--- src/rtl/seg7_capture_decoder.sv ---
// Samples a multiplexed active-low 7-segment bus and recovers the BCD digits shown.
// A sample must hold for STABLE_CYCLES synchronised cycles before it is decoded.
module seg7_capture_decoder #(
  parameter int DIGITS        = 4,
  parameter int STABLE_CYCLES = 4
) (
  input  logic                  clk,
  input  logic                  rst_n,
  input  logic [6:0]            seg_in,
  input  logic [DIGITS-1:0]     dig_sel_n,
  input  logic                  clear,
  output logic [4*DIGITS-1:0]   bcd_out,
  output logic [DIGITS-1:0]     blank_out,
  output logic                  frame_valid,
  output logic                  err,
  output logic [2:0]            err_idx
);

  localparam int SW = DIGITS + 7;
  localparam logic [7:0] STABLE_C  = 8'(STABLE_CYCLES);
  localparam logic [7:0] STABLE_M1 = 8'(STABLE_CYCLES - 1);

  typedef enum logic [1:0] {IDLE = 2'd0, TRACK = 2'd1, HOLD = 2'd2} state_t;

  // Decoded pattern: {legal, blank, value}; pattern bit 6 is segment a.
  function automatic logic [5:0] seg_decode(input logic [6:0] p);
    logic [5:0] r;
    case (p)
      7'b0000001: r = {2'b10, 4'd0};
      7'b1001111: r = {2'b10, 4'd1};
      7'b0010010: r = {2'b10, 4'd2};
      7'b0000110: r = {2'b10, 4'd3};
      7'b1001100: r = {2'b10, 4'd4};
      7'b0100100: r = {2'b10, 4'd5};
      7'b0100000: r = {2'b10, 4'd6};
      7'b0001111: r = {2'b10, 4'd7};
      7'b0000000: r = {2'b10, 4'd8};
      7'b0000100: r = {2'b10, 4'd9};
      7'b1111111: r = {2'b01, 4'd0};
      default:    r = {2'b00, 4'd0};
    endcase
    return r;
  endfunction

  function automatic logic [2:0] sel_index(input logic [DIGITS-1:0] sel);
    logic [2:0] idx;
    idx = 3'd0;
    for (int k = 0; k < DIGITS; k++) begin
      if (!sel[k]) idx = 3'(k);
    end
    return idx;
  endfunction

  logic [SW-1:0]       sync1_q, sync2_q, prev_q;
  state_t              state_q;
  logic [7:0]          cnt_q;
  logic [DIGITS-1:0]   seen_q;
  logic [4*DIGITS-1:0] bcd_q;
  logic [DIGITS-1:0]   blank_q;
  logic                frame_q, err_q;
  logic [2:0]          err_idx_q;

  logic [DIGITS-1:0]   sel_s;
  logic [6:0]          seg_s, seg_abc_s;
  logic                valid_s, same_s, capture_s;
  logic [5:0]          dec_s;
  logic [2:0]          idx_s;
  logic [DIGITS-1:0]   seen_set_s;
  logic [4*DIGITS-1:0] bcd_cap_s;
  logic [DIGITS-1:0]   blank_cap_s;

  // Two-flop synchroniser for the asynchronous display lines.
  always_ff @(posedge clk or negedge rst_n) begin
    if (!rst_n) begin
      sync1_q <= '1;
      sync2_q <= '1;
    end else begin
      sync1_q <= {dig_sel_n, seg_in};
      sync2_q <= sync1_q;
    end
  end

  assign sel_s     = sync2_q[SW-1:7];
  assign seg_s     = sync2_q[6:0];
  assign seg_abc_s = {seg_s[0], seg_s[1], seg_s[2], seg_s[3], seg_s[4], seg_s[5], seg_s[6]};
  assign valid_s   = $onehot(~sel_s);
  assign same_s    = (sync2_q == prev_q);
  assign dec_s     = seg_decode(seg_abc_s);
  assign idx_s     = sel_index(sel_s);
  assign seen_set_s = seen_q | ~sel_s;

  // Next captured values if the current sample is committed.
  always_comb begin
    bcd_cap_s   = bcd_q;
    blank_cap_s = blank_q;
    capture_s   = 1'b0;
    if ((state_q == TRACK) && same_s && (cnt_q == STABLE_M1)) begin
      capture_s = 1'b1;
    end else begin
      capture_s = 1'b0;
    end
    for (int k = 0; k < DIGITS; k++) begin
      if (!sel_s[k] && dec_s[5]) begin
        bcd_cap_s[4*k +: 4] = dec_s[3:0];
        blank_cap_s[k]      = 1'b0;
      end else if (!sel_s[k] && dec_s[4]) begin
        blank_cap_s[k]      = 1'b1;
      end else begin
        blank_cap_s[k]      = blank_q[k];
      end
    end
  end

  // Stability FSM with capture, frame and error bookkeeping.
  always_ff @(posedge clk or negedge rst_n) begin
    if (!rst_n) begin
      prev_q    <= '1;
      state_q   <= IDLE;
      cnt_q     <= 8'd0;
      seen_q    <= '0;
      bcd_q     <= '0;
      blank_q   <= '1;
      frame_q   <= 1'b0;
      err_q     <= 1'b0;
      err_idx_q <= 3'd0;
    end else begin
      prev_q  <= sync2_q;
      frame_q <= 1'b0;
      err_q   <= 1'b0;
      if (clear) begin
        state_q <= IDLE;
        cnt_q   <= 8'd0;
        seen_q  <= '0;
        bcd_q   <= '0;
        blank_q <= '1;
      end else begin
        case (state_q)
          IDLE: begin
            if (valid_s) begin
              state_q <= TRACK;
              cnt_q   <= 8'd1;
            end else begin
              cnt_q   <= 8'd0;
            end
          end
          TRACK: begin
            if (capture_s) begin
              state_q <= HOLD;
              cnt_q   <= STABLE_C;
            end else if (same_s) begin
              cnt_q   <= cnt_q + 8'd1;
            end else if (valid_s) begin
              cnt_q   <= 8'd1;
            end else begin
              state_q <= IDLE;
              cnt_q   <= 8'd0;
            end
          end
          HOLD: begin
            if (same_s) begin
              cnt_q   <= STABLE_C;
            end else if (valid_s) begin
              state_q <= TRACK;
              cnt_q   <= 8'd1;
            end else begin
              state_q <= IDLE;
              cnt_q   <= 8'd0;
            end
          end
          default: begin
            state_q <= IDLE;
            cnt_q   <= 8'd0;
          end
        endcase
        if (capture_s) begin
          bcd_q   <= bcd_cap_s;
          blank_q <= blank_cap_s;
          if (seen_set_s == '1) begin
            frame_q <= 1'b1;
            seen_q  <= '0;
          end else begin
            seen_q  <= seen_set_s;
          end
          if (!dec_s[5] && !dec_s[4]) begin
            err_q     <= 1'b1;
            err_idx_q <= idx_s;
          end else begin
            err_q     <= 1'b0;
          end
        end else begin
          seen_q <= seen_q;
        end
      end
    end
  end

  assign bcd_out     = bcd_q;
  assign blank_out   = blank_q;
  assign frame_valid = frame_q;
  assign err         = err_q;
  assign err_idx     = err_idx_q;

endmodule
--- config.mk ---
export PLATFORM = sky130hd
export DESIGN_NAME = seg7_capture_decoder
export DESIGN_NICKNAME = d
export VERILOG_FILES = /design/src/rtl/seg7_capture_decoder.sv
export SDC_FILE = /design/constraint.sdc
export NUM_CORES = 1
export LEC_CHECK = 0
export CAP_MARGIN = 5
export CELL_PAD_IN_SITES_DETAIL_PLACEMENT = 0
export CELL_PAD_IN_SITES_GLOBAL_PLACEMENT = 2
export CORE_MARGIN = 2
export CORE_UTILIZATION = 40
export CTS_BUF_LIST = sky130_fd_sc_hd__clkbuf_16
export CTS_CLUSTER_DIAMETER = 40
export DETAILED_ROUTE_END_ITERATION = 6
export HOLD_SLACK_MARGIN = 0.15
export PLACE_DENSITY_LB_ADDON = 0.1
export SETUP_SLACK_MARGIN = 0.15
export SLEW_MARGIN = 20
export SYNTH_ARGS = -nofsm -noshare
export SYNTH_HDL_FRONTEND = slang
export SYNTH_SLANG_ARGS = --single-unit
--- constraint.sdc ---
create_clock -name clk -period 6.6 [get_ports clk]
set_clock_uncertainty 0.15 [all_clocks]
set_input_delay 0.66 -clock clk [delete_from_list [all_inputs] [get_ports clk]]
set_output_delay 0.66 -clock clk [all_outputs]
set_load 0.02 [all_outputs]
# [Word level (Yosys, flattened, before mapping)]
# Index checks and enable logic that the tools add are counted.
[word_totals] out_inout_bits=25 input_bits=14 regBits=72 elab_cells=126
[classes] add_sub_neg=4 n_reduce_logical=38 bitwise=3 muxes=44 eq_ne=20
[ops] cell="$pmux W6 S11" count=1
[ops] cell="$mux W4" count=9
[ops] cell="$mux W16" count=2
[ops] cell="$mux W8" count=4
[ops] cell="$pmux W8 S3" count=1
[ops] cell="$eq A7 B7 Y1 const B" count=3
[ops] cell="$mux W1" count=18
[ops] cell="$reduce_and A2 Y1" count=8
[ops] cell="$eq A7 B3 Y1 const B" count=2
[ops] cell="$eq A7 B6 Y1 const B" count=2
[ops] cell="$mux W2" count=6
[ops] cell="$reduce_bool A3 Y1" count=4
[ops] cell="$eq A11 B11 Y1" count=1
[ops] cell="$logic_and A1 B1 Y1" count=11
[ops] cell="$reduce_bool A2 Y1" count=5
[ops] cell="$add A8 B1 Y8 const B" count=1
[ops] cell="$eq A8 B2 Y1 const B" count=1
[ops] cell="$ne A4 B4 Y1 const B" count=2
[ops] cell="$eq A7 B1 Y1 const B" count=1
[ops] cell="$eq A7 B4 Y1 const B" count=1
[ops] cell="$eq A7 B5 Y1 const B" count=1
[ops] cell="$logic_not A7 Y1" count=1
[ops] cell="$logic_not A1 Y1" count=6
[ops] cell="$mux W3" count=2
[ops] cell="14 further kinds" count=16

# [Logic depth before layout (Yosys ltp)]
# Gate-level depths: netlist of the first run.
[depth] word_depth=9 depth_mapped=9 mapped_depth_nobuf=9

# [Worst setup path before layout of the first run]
# Ideal clock, no wire load.
[synth_path] path_kind="reg-to-reg" startpoint="reg sync2_q[1]" endpoint="reg err_idx_q[0], in the netlist err_idx[0]" stages_incl_launch_ff=7 t_arrival_ns=2.130 n_path_buf=1 setup_time_ns=0.128 synth_period_minus_slack_ns=2.407 setup_slack_ns=4.193 required_ns=6.322 cell_sequence="dfstp_2 > buf_6 > and4b_4 > o21a_1 > a2111oi_4 > nand4_4 > mux2_1"
[synth_between] elab_chain_cells=5 elab_cells_between_ends=20 classes_between="11 x eq/ne; 2 x mux; 7 x reduce/logical"
[synth_rtl] element="from (decl)" line="54" rtl="logic [SW-1:0] sync1_q, sync2_q, prev_q;"
[synth_rtl] element="from (signal assigned)" line="79" rtl="sync2_q <= sync1_q;"
[synth_rtl] element="$eq A7 B7 Y1 (tied with other cells)" line="28" rtl="case (p)"
[synth_rtl] element="$pmux W6 S11 / $logic_and A1 B1 Y1 (equally long branches)" line="28, 97"
[synth_rtl] element="$logic_not A1 Y1 / $logic_and A1 B1 Y1 (equally long branches)" line="184, 97"
[synth_rtl] element="$logic_and A1 B1 Y1 / $mux W1 (equally long branches)" line="184, 97"
[synth_rtl] element="$reduce_and A3 Y1 (no source line) (*)"
[synth_rtl] element="to (signal assigned)" line="186" rtl="err_idx_q <= idx_s;"
[synth_rtl] element="to (decl)" line="61" rtl="logic [2:0] err_idx_q;"
# Mark *: on every way between the ends. The rest lies on a longest branch, timed or not.
# A chain may end at the register's enable or synchronous reset.

# [Final worst setup path of the first run]
# Ends and elaborated chain as after synthesis.

==> results of run 1 <==
[per-stage QoR]
| step | area (µm²) | worst slack [ns] | utilization (%) |
|---|---|---|---|
| global placement | 3546 | 3.687 | 46.13 |
| finish | 3827 | 3.998 | 49.79 |
| CTS | 3827 | 3.968 | 49.79 |
| floorplan | 3161 | 4.193 | - |
| detailed placement | 3546 | 3.639 | 46.13 |
| global route | 3827 | 3.817 | 49.79 |
[synth_stat cells (all sizes together), types with 3 or more instances]
library cell / n / area (µm²)
dfstp: 37 / 972.2
mux2: 3 / 33.78
o21ai: 11 / 58.81
clkbuf: 8 / 63.81
buf: 4 / 41.29
and4: 4 / 38.79
nand4: 5 / 52.55
ha: 3 / 37.54
xor2: 7 / 61.31
o21a: 5 / 37.54
nor4b: 3 / 26.28
xnor2: 11 / 96.34
and3: 4 / 27.52
nand2: 27 / 101.4
nor2: 16 / 60.06
nor3: 8 / 85.08
nand3: 7 / 35.03
mux2i: 16 / 160.2
inv: 7 / 26.28
a21oi: 7 / 35.03
dfrtp: 34 / 850.8
or3: 4 / 26.28
[registers in the layout, summed over array words and instances, names as in the netlist]
name and count:
state_q 2, frame_valid 1, sync1_q 11, cnt_q 8, prev_q 11, sync2_q 11
err_idx 2, err 1, bcd_out 16, blank_out 4, seen_q 4
[critical path: cells and delay by family, from the launching register on]
kind	cells	cell delay, ns
DFF	1	0.68
and+or+nand+nor	2	0.42
muxes	1	0.35
AOI/OAI and AO/OA	2	0.87
[metal layers]
metal,wire length [µm],vias to the layer above,GRT usage [%]
li1,-,956,-
met1,2899,988,22.25
met2,2999,43,24.94
met3,214,7,4.719
met4,83,0,5.882
met5,0,-,0
[power by group through the flow]
stage                     sequential [mW]  clock, mW  combinational, mW
after floorplan                     0.470          0             0.0427
after global placement              0.479          0             0.0570
after global routing                0.474      0.491             0.0633
final                               0.472      0.452             0.0564
after CTS                           0.472      0.471             0.0581
after detailed placement            0.479          0             0.0580
[final timing paths]
check                                     start                endpoint  slack [ns]
min in group asynchronous                 rst_n      cnt_q[5]$_DFF_PN0_        0.38
max in group asynchronous                 rst_n      cnt_q[7]$_DFF_PN0_        5.36
max                        sync2_q[1]$_DFF_PN1_  err_idx[0]$_DFFE_PN0P_        4.00
min reg2reg                sync1_q[3]$_DFF_PN1_    sync2_q[3]$_DFF_PN1_        0.20
max reg2reg                sync2_q[1]$_DFF_PN1_  err_idx[0]$_DFFE_PN0P_        4.00
min                        sync1_q[3]$_DFF_PN1_    sync2_q[3]$_DFF_PN1_        0.20
[logic make-up after synthesis]
kind of cell,after synthesis,synth area share (%)
buffers and inverters,21,4.592
AOI/OAI and AO/OA,31,7.522
muxes,19,6.136
adders and majority gates,4,1.821
xor gates and xnor gates,18,4.988
and+or+nand+nor,90,17.14
other,1,0.1187
DFF,71,57.68
[cell type report]
class / instances / area (µm²)
Inverter: 8 / 30.03
Sequential cell: 71 / 1823
Multi-Input combinational cell: 163 / 1192
Fill cell: 719 / 3860
Timing Repair Buffer: 38 / 372.9
Clock inverter: 7 / 56.30
Tap cell: 102 / 127.6
Clock buffer: 9 / 225.2
==> out/results.tsv, run 1 <==
metric	value	unit
maximum clock path buffer count	2	
count of final max-slew check failures	0	
ports placed on the boundary	39	
number of gates resized after CTS	0	
highest clock frequency the design can meet	384.3	MHz
Reg clk slew, reported paths	0.06	ns
Crit path arrival time	2.66	ns
switching share of power	24.61	%
via count	1994	
wire length of the first global-routing pass	10.80	mm
net switching power of the design	0.2412	mW
Register-to-Register Path Depth	5	
Maximum Capacitance Violations	0	
signed area change from the synthesized netlist to the final layout	21.10	%
CTS tree	done	
count of state elements after synthesis	71	
sum of net half-perimeters after detailed placement	4.171	mm
net count of the finished layout	309	
Worst-Skew Late Latency	0.33	ns
leakage power figure	1.524	nW
via count of the first global-routing pass	2032	
Peak supply drop	0.0001086	V
post-route worst hold slack	0.2046	ns
starting density of the core	41.11	%
Std-Cell Core Area	7687	µm²
Syn Area/Cell	12.39	µm²
crit path cell chain	and4b_4 -> o21a_1 -> a2111oi_4 -> nand4_4 -> mux2_1	
total grt overflow	0	
slowest library cell on the worst path	dfstp_2	
class of the most critical hold timing path	register to register	
maximum number of pins on one net before global-route repair	72	
setup TNS	0	ns
fraction of the cycle the final worst path needs	39.43	%
post-layout instance count excluding filler cells	398	
most common cell after layout, fill and taps aside	dfstp_2	
Post-Syn Nets	273	
detail-routed net length per standard cell	15.57	µm
maximum fanout along the worst path	12	
number of levels in the clock H-tree	3	
Post-Syn Instances	255	
worst hold path stage count	0	
I/O Buffers	37	
max-slew headroom at the worst pin	33.75	%
number of buffers added for setup after CTS	0	
number of buffers created by CTS	9	
Diodes inserted	0	
unrepaired setup endpoints after global routing	no	
highest-count cells in the layout ignoring fill and taps	dfstp_2 (37), clkdlybuf4s50_1 (36), dfrtp_1 (34), nand2_1 (27)	
all-layer global routing usage	16.34	%
DIE AREA	8629	µm²
required time of the worst setup path	6.66	ns
sequential element share of the synthesized area	57.68	%
power density normalized to cell area	256.1	nW/µm²
total internal power	0.7390	mW
DR iter-0 viols	59	
placed cell count	382	
Rows	32	
biggest cell delay along the critical path	0.68	ns
share of power burned in registers	48.1	%
number of iterations in the first detailed-routing pass	4	
residual DRC count	0	
Setup crit end kind	register	
global placer's final weighted congestion	0.7139	
final number of setup-violating endpoints	0	
classification of the worst setup path	register to register	
Die X	92.89	µm
vias per std cell	5.010	
Yosys warnings	0	
EDFF count, synth	0	
number of clock sinks	71	
share of layout cells above drive strength 1	25.00	%
async set-or-reset flop fraction in the synthesized netlist	100.0	%
most used flip-flop cell after synthesis	dfstp_2	
buffer type at the clock tree root	clkbuf_16	
logic gate share of total power	5.8	%
share of power burned in the clock network	46.1	%
time the worst path needs with I/O delays and setup	2.602	ns
sum of routed wire length over all layers	6.197	mm
result of the run	complete, no violations	
unique cell type count in the Yosys netlist	54	
initial antenna violation count	0	
number of nets still failing antenna checks after routing	0	
Die Ht	92.89	µm
hold bufs inserted after CTS	0	
total count of hold-check failures in the final report	0	
transition time of the tightest slew-check pin	0.9846	ns
post-synthesis cell area	3161	µm²
kind of start point of the critical path	register	
Design Power	0.9802	mW
Note: power is estimated with default switching activity, not from simulation.
==> run 2: changes to the inputs <==
Settings changed: CORE_UTILIZATION 40 to 37.
Clock period 6.6 ns to 2.6 ns, I/O delays scaled along.
==> out/results.tsv, run 2 (synthesized netlist as in run 1, its figures left out) <==
metric	value	unit	change
residual DRC count	0		unchanged
class of the most critical hold timing path	primary input to register		
via count of the first global-routing pass	2038		+0.30%
Maximum Capacitance Violations	0		unchanged
initial antenna violation count	0		unchanged
DR iter-0 viols	43		-27%
time the worst path needs with I/O delays and setup	2.329	ns	-0.2733 ns
maximum number of pins on one net before global-route repair	47		-35%
CTS tree	done		
max-slew headroom at the worst pin	56.60	%	+23 points
post-layout instance count excluding filler cells	420		+5.5%
ports placed on the boundary	39		unchanged
Critical path buffers and inverters	1		+1
result of the run	complete, no violations		
total grt overflow	0		unchanged
Rows	33		+3.1%
vias per std cell	4.850		-3.2%
Die X	96.42	µm	+3.8%
wire length of the first global-routing pass	10.42	mm	-3.5%
starting density of the core	38.27	%	-2.8 points
Die Ht	96.42	µm	+3.8%
Diodes inserted	0		unchanged
detail-routed net length per standard cell	15.07	µm	-3.2%
Design Power	2.503	mW	+160%
DIE AREA	9297	µm²	+7.7%
count of final max-slew check failures	0		unchanged
slowest library cell on the worst path	dfstp_2		
final number of setup-violating endpoints	0		unchanged
Peak supply drop	0.0002624	V	+140%
Fill cells	771		+7.2%
Largest register FFs	16		unchanged
most common cell after layout, fill and taps aside	dfstp_2		
number of iterations in the first detailed-routing pass	4		unchanged
Reg clk slew, reported paths	0.06	ns	about the same
via count	2037		+2.2%
buffer type at the clock tree root	clkbuf_16		
unrepaired setup endpoints after global routing	no		
kind of cell with the highest combined delay on the critical path	adder cells		
signed area change from the synthesized netlist to the final layout	26.60	%	
fraction of the cycle the final worst path needs	89.58	%	+50 points
sum of routed wire length over all layers	6.330	mm	+2.1%
biggest cell delay along the critical path	0.58	ns	-0.10 ns
classification of the worst setup path	register to register		
number of clock sinks	71		unchanged
number of nets still failing antenna checks after routing	0		unchanged
Setup crit end kind	register		
number of buffers created by CTS	9		unchanged
setup TNS	0	ns	unchanged
transition time of the tightest slew-check pin	0.6442	ns	-0.3404 ns
Crit path arrival time	2.43	ns	-0.23 ns
power density normalized to cell area	625.6	nW/µm²	+140%
Register Area	1823	µm²	unchanged
I/O Buffers	37		unchanged
leakage power figure	1.625	nW	+6.6%
global placer's final weighted congestion	0.7414		+3.9%
number of levels in the clock H-tree	3		unchanged
maximum fanout along the worst path	4		-8
net count of the finished layout	328		+6.1%
Std-Cell Core Area	8258	µm²	+7.4%
total count of hold-check failures in the final report	0		unchanged
share of layout cells above drive strength 1	29.84	%	+4.8 points
highest clock frequency the design can meet	429.4	MHz	+12%
required time of the worst setup path	2.70	ns	-3.96 ns
highest-count cells in the layout ignoring fill and taps	dfstp_2 (37), clkdlybuf4s50_1 (36), dfrtp_1 (34), nand2_1 (27), buf_4 (18)		
Worst path most repeated cell	ha_1		
all-layer global routing usage	15.19	%	-1.2 points
multi-input gate area in the final layout	1205	µm²	+1.0%
sum of net half-perimeters after detailed placement	4.425	mm	+6.1%
Worst-Skew Late Latency	0.33	ns	about the same
kind of start point of the critical path	register		
maximum clock path buffer count	2		unchanged
placed cell count	403		+5.5%
crit path cell chain	fa_1 -> inv_1 -> ha_1 -> ha_1 -> nor2_1 -> nand2_1 -> o32a_1 -> a21oi_1		
-- run 2: repair_timing --
item	CTS	global route
setup buffers	0	0
endpoints found under the hold margin	6	0
endpoints found under the setup margin	0	25
hold buffers	1	0
resized for setup	0	2
-- run 2: power by group --
| part | leakage, nW | internal (mW) | switching [mW] |
|---|---|---|---|
| logic | 0.630 | 0.0726 | 0.0970 |
| clock network | 0.132 | 0.656 | 0.489 |
| registers | 0.863 | 1.16 | 0.0297 |
-- run 2: worst paths after layout --
kind | startpoint | end | slack [ns] | cells past startpoint
min in group asynchronous | rst_n | cnt_q[5]$_DFF_PN0_ | 0.33 | 2
worst min register to register | sync1_q[1]$_DFF_PN1_ | sync2_q[1]$_DFF_PN1_ | 0.20 | 0
worst max-delay path | sync2_q[10]$_DFF_PN1_ | state_q[0]$_DFFE_PN0P_ | 0.27 | 8
max in group asynchronous | rst_n | sync2_q[9]$_DFF_PN1_ | 1.26 | 3
worst min-delay path | seg_in[0] | sync1_q[0]$_DFF_PN1_ | 0.18 | 1
worst max register to register | sync2_q[10]$_DFF_PN1_ | state_q[0]$_DFFE_PN0P_ | 0.27 | 8
-- run 2: routing by layer --
layer | global-route usage (%) | wire, µm | share of wire [%] | vias to the layer above
met5 | 0 | 0 | 0 | -
met4 | 6.103 | 97 | 1.5 | 0
met3 | 4.189 | 241 | 3.8 | 8
met2 | 22.86 | 2966 | 47 | 44
met1 | 20.81 | 3025 | 48 | 997
li1 | - | - | - | 988
-- run 2: through the flow --
step / utilization, % / instance area (µm²) / setup slack (ns) / hold WS [ns]
5_1_grt: 48.45 / 4001 / 0.1760 / 0.1713
4_1_cts: 48.30 / 3989 / 0.2156 / 0.1679
6_report: 48.45 / 4001 / 0.2709 / 0.1771
3_3_place_gp: 44.77 / 3697 / 0.2646 / 0.1440
3_5_place_dp: 44.77 / 3697 / 0.2177 / 0.1543
2_1_floorplan: - / 3161 / 0.1927 / -0.1856
-- run 2: area by class of cell --
cell class	count	share of cell area (%)
Clock buffer	9	5.629
Clock inverter	7	1.407
Inverter	8	0.7505
Multi-Input combinational cell	163	30.11
Sequential cell	71	45.56
Tap cell	105	3.283
Timing Repair Buffer	57	13.26
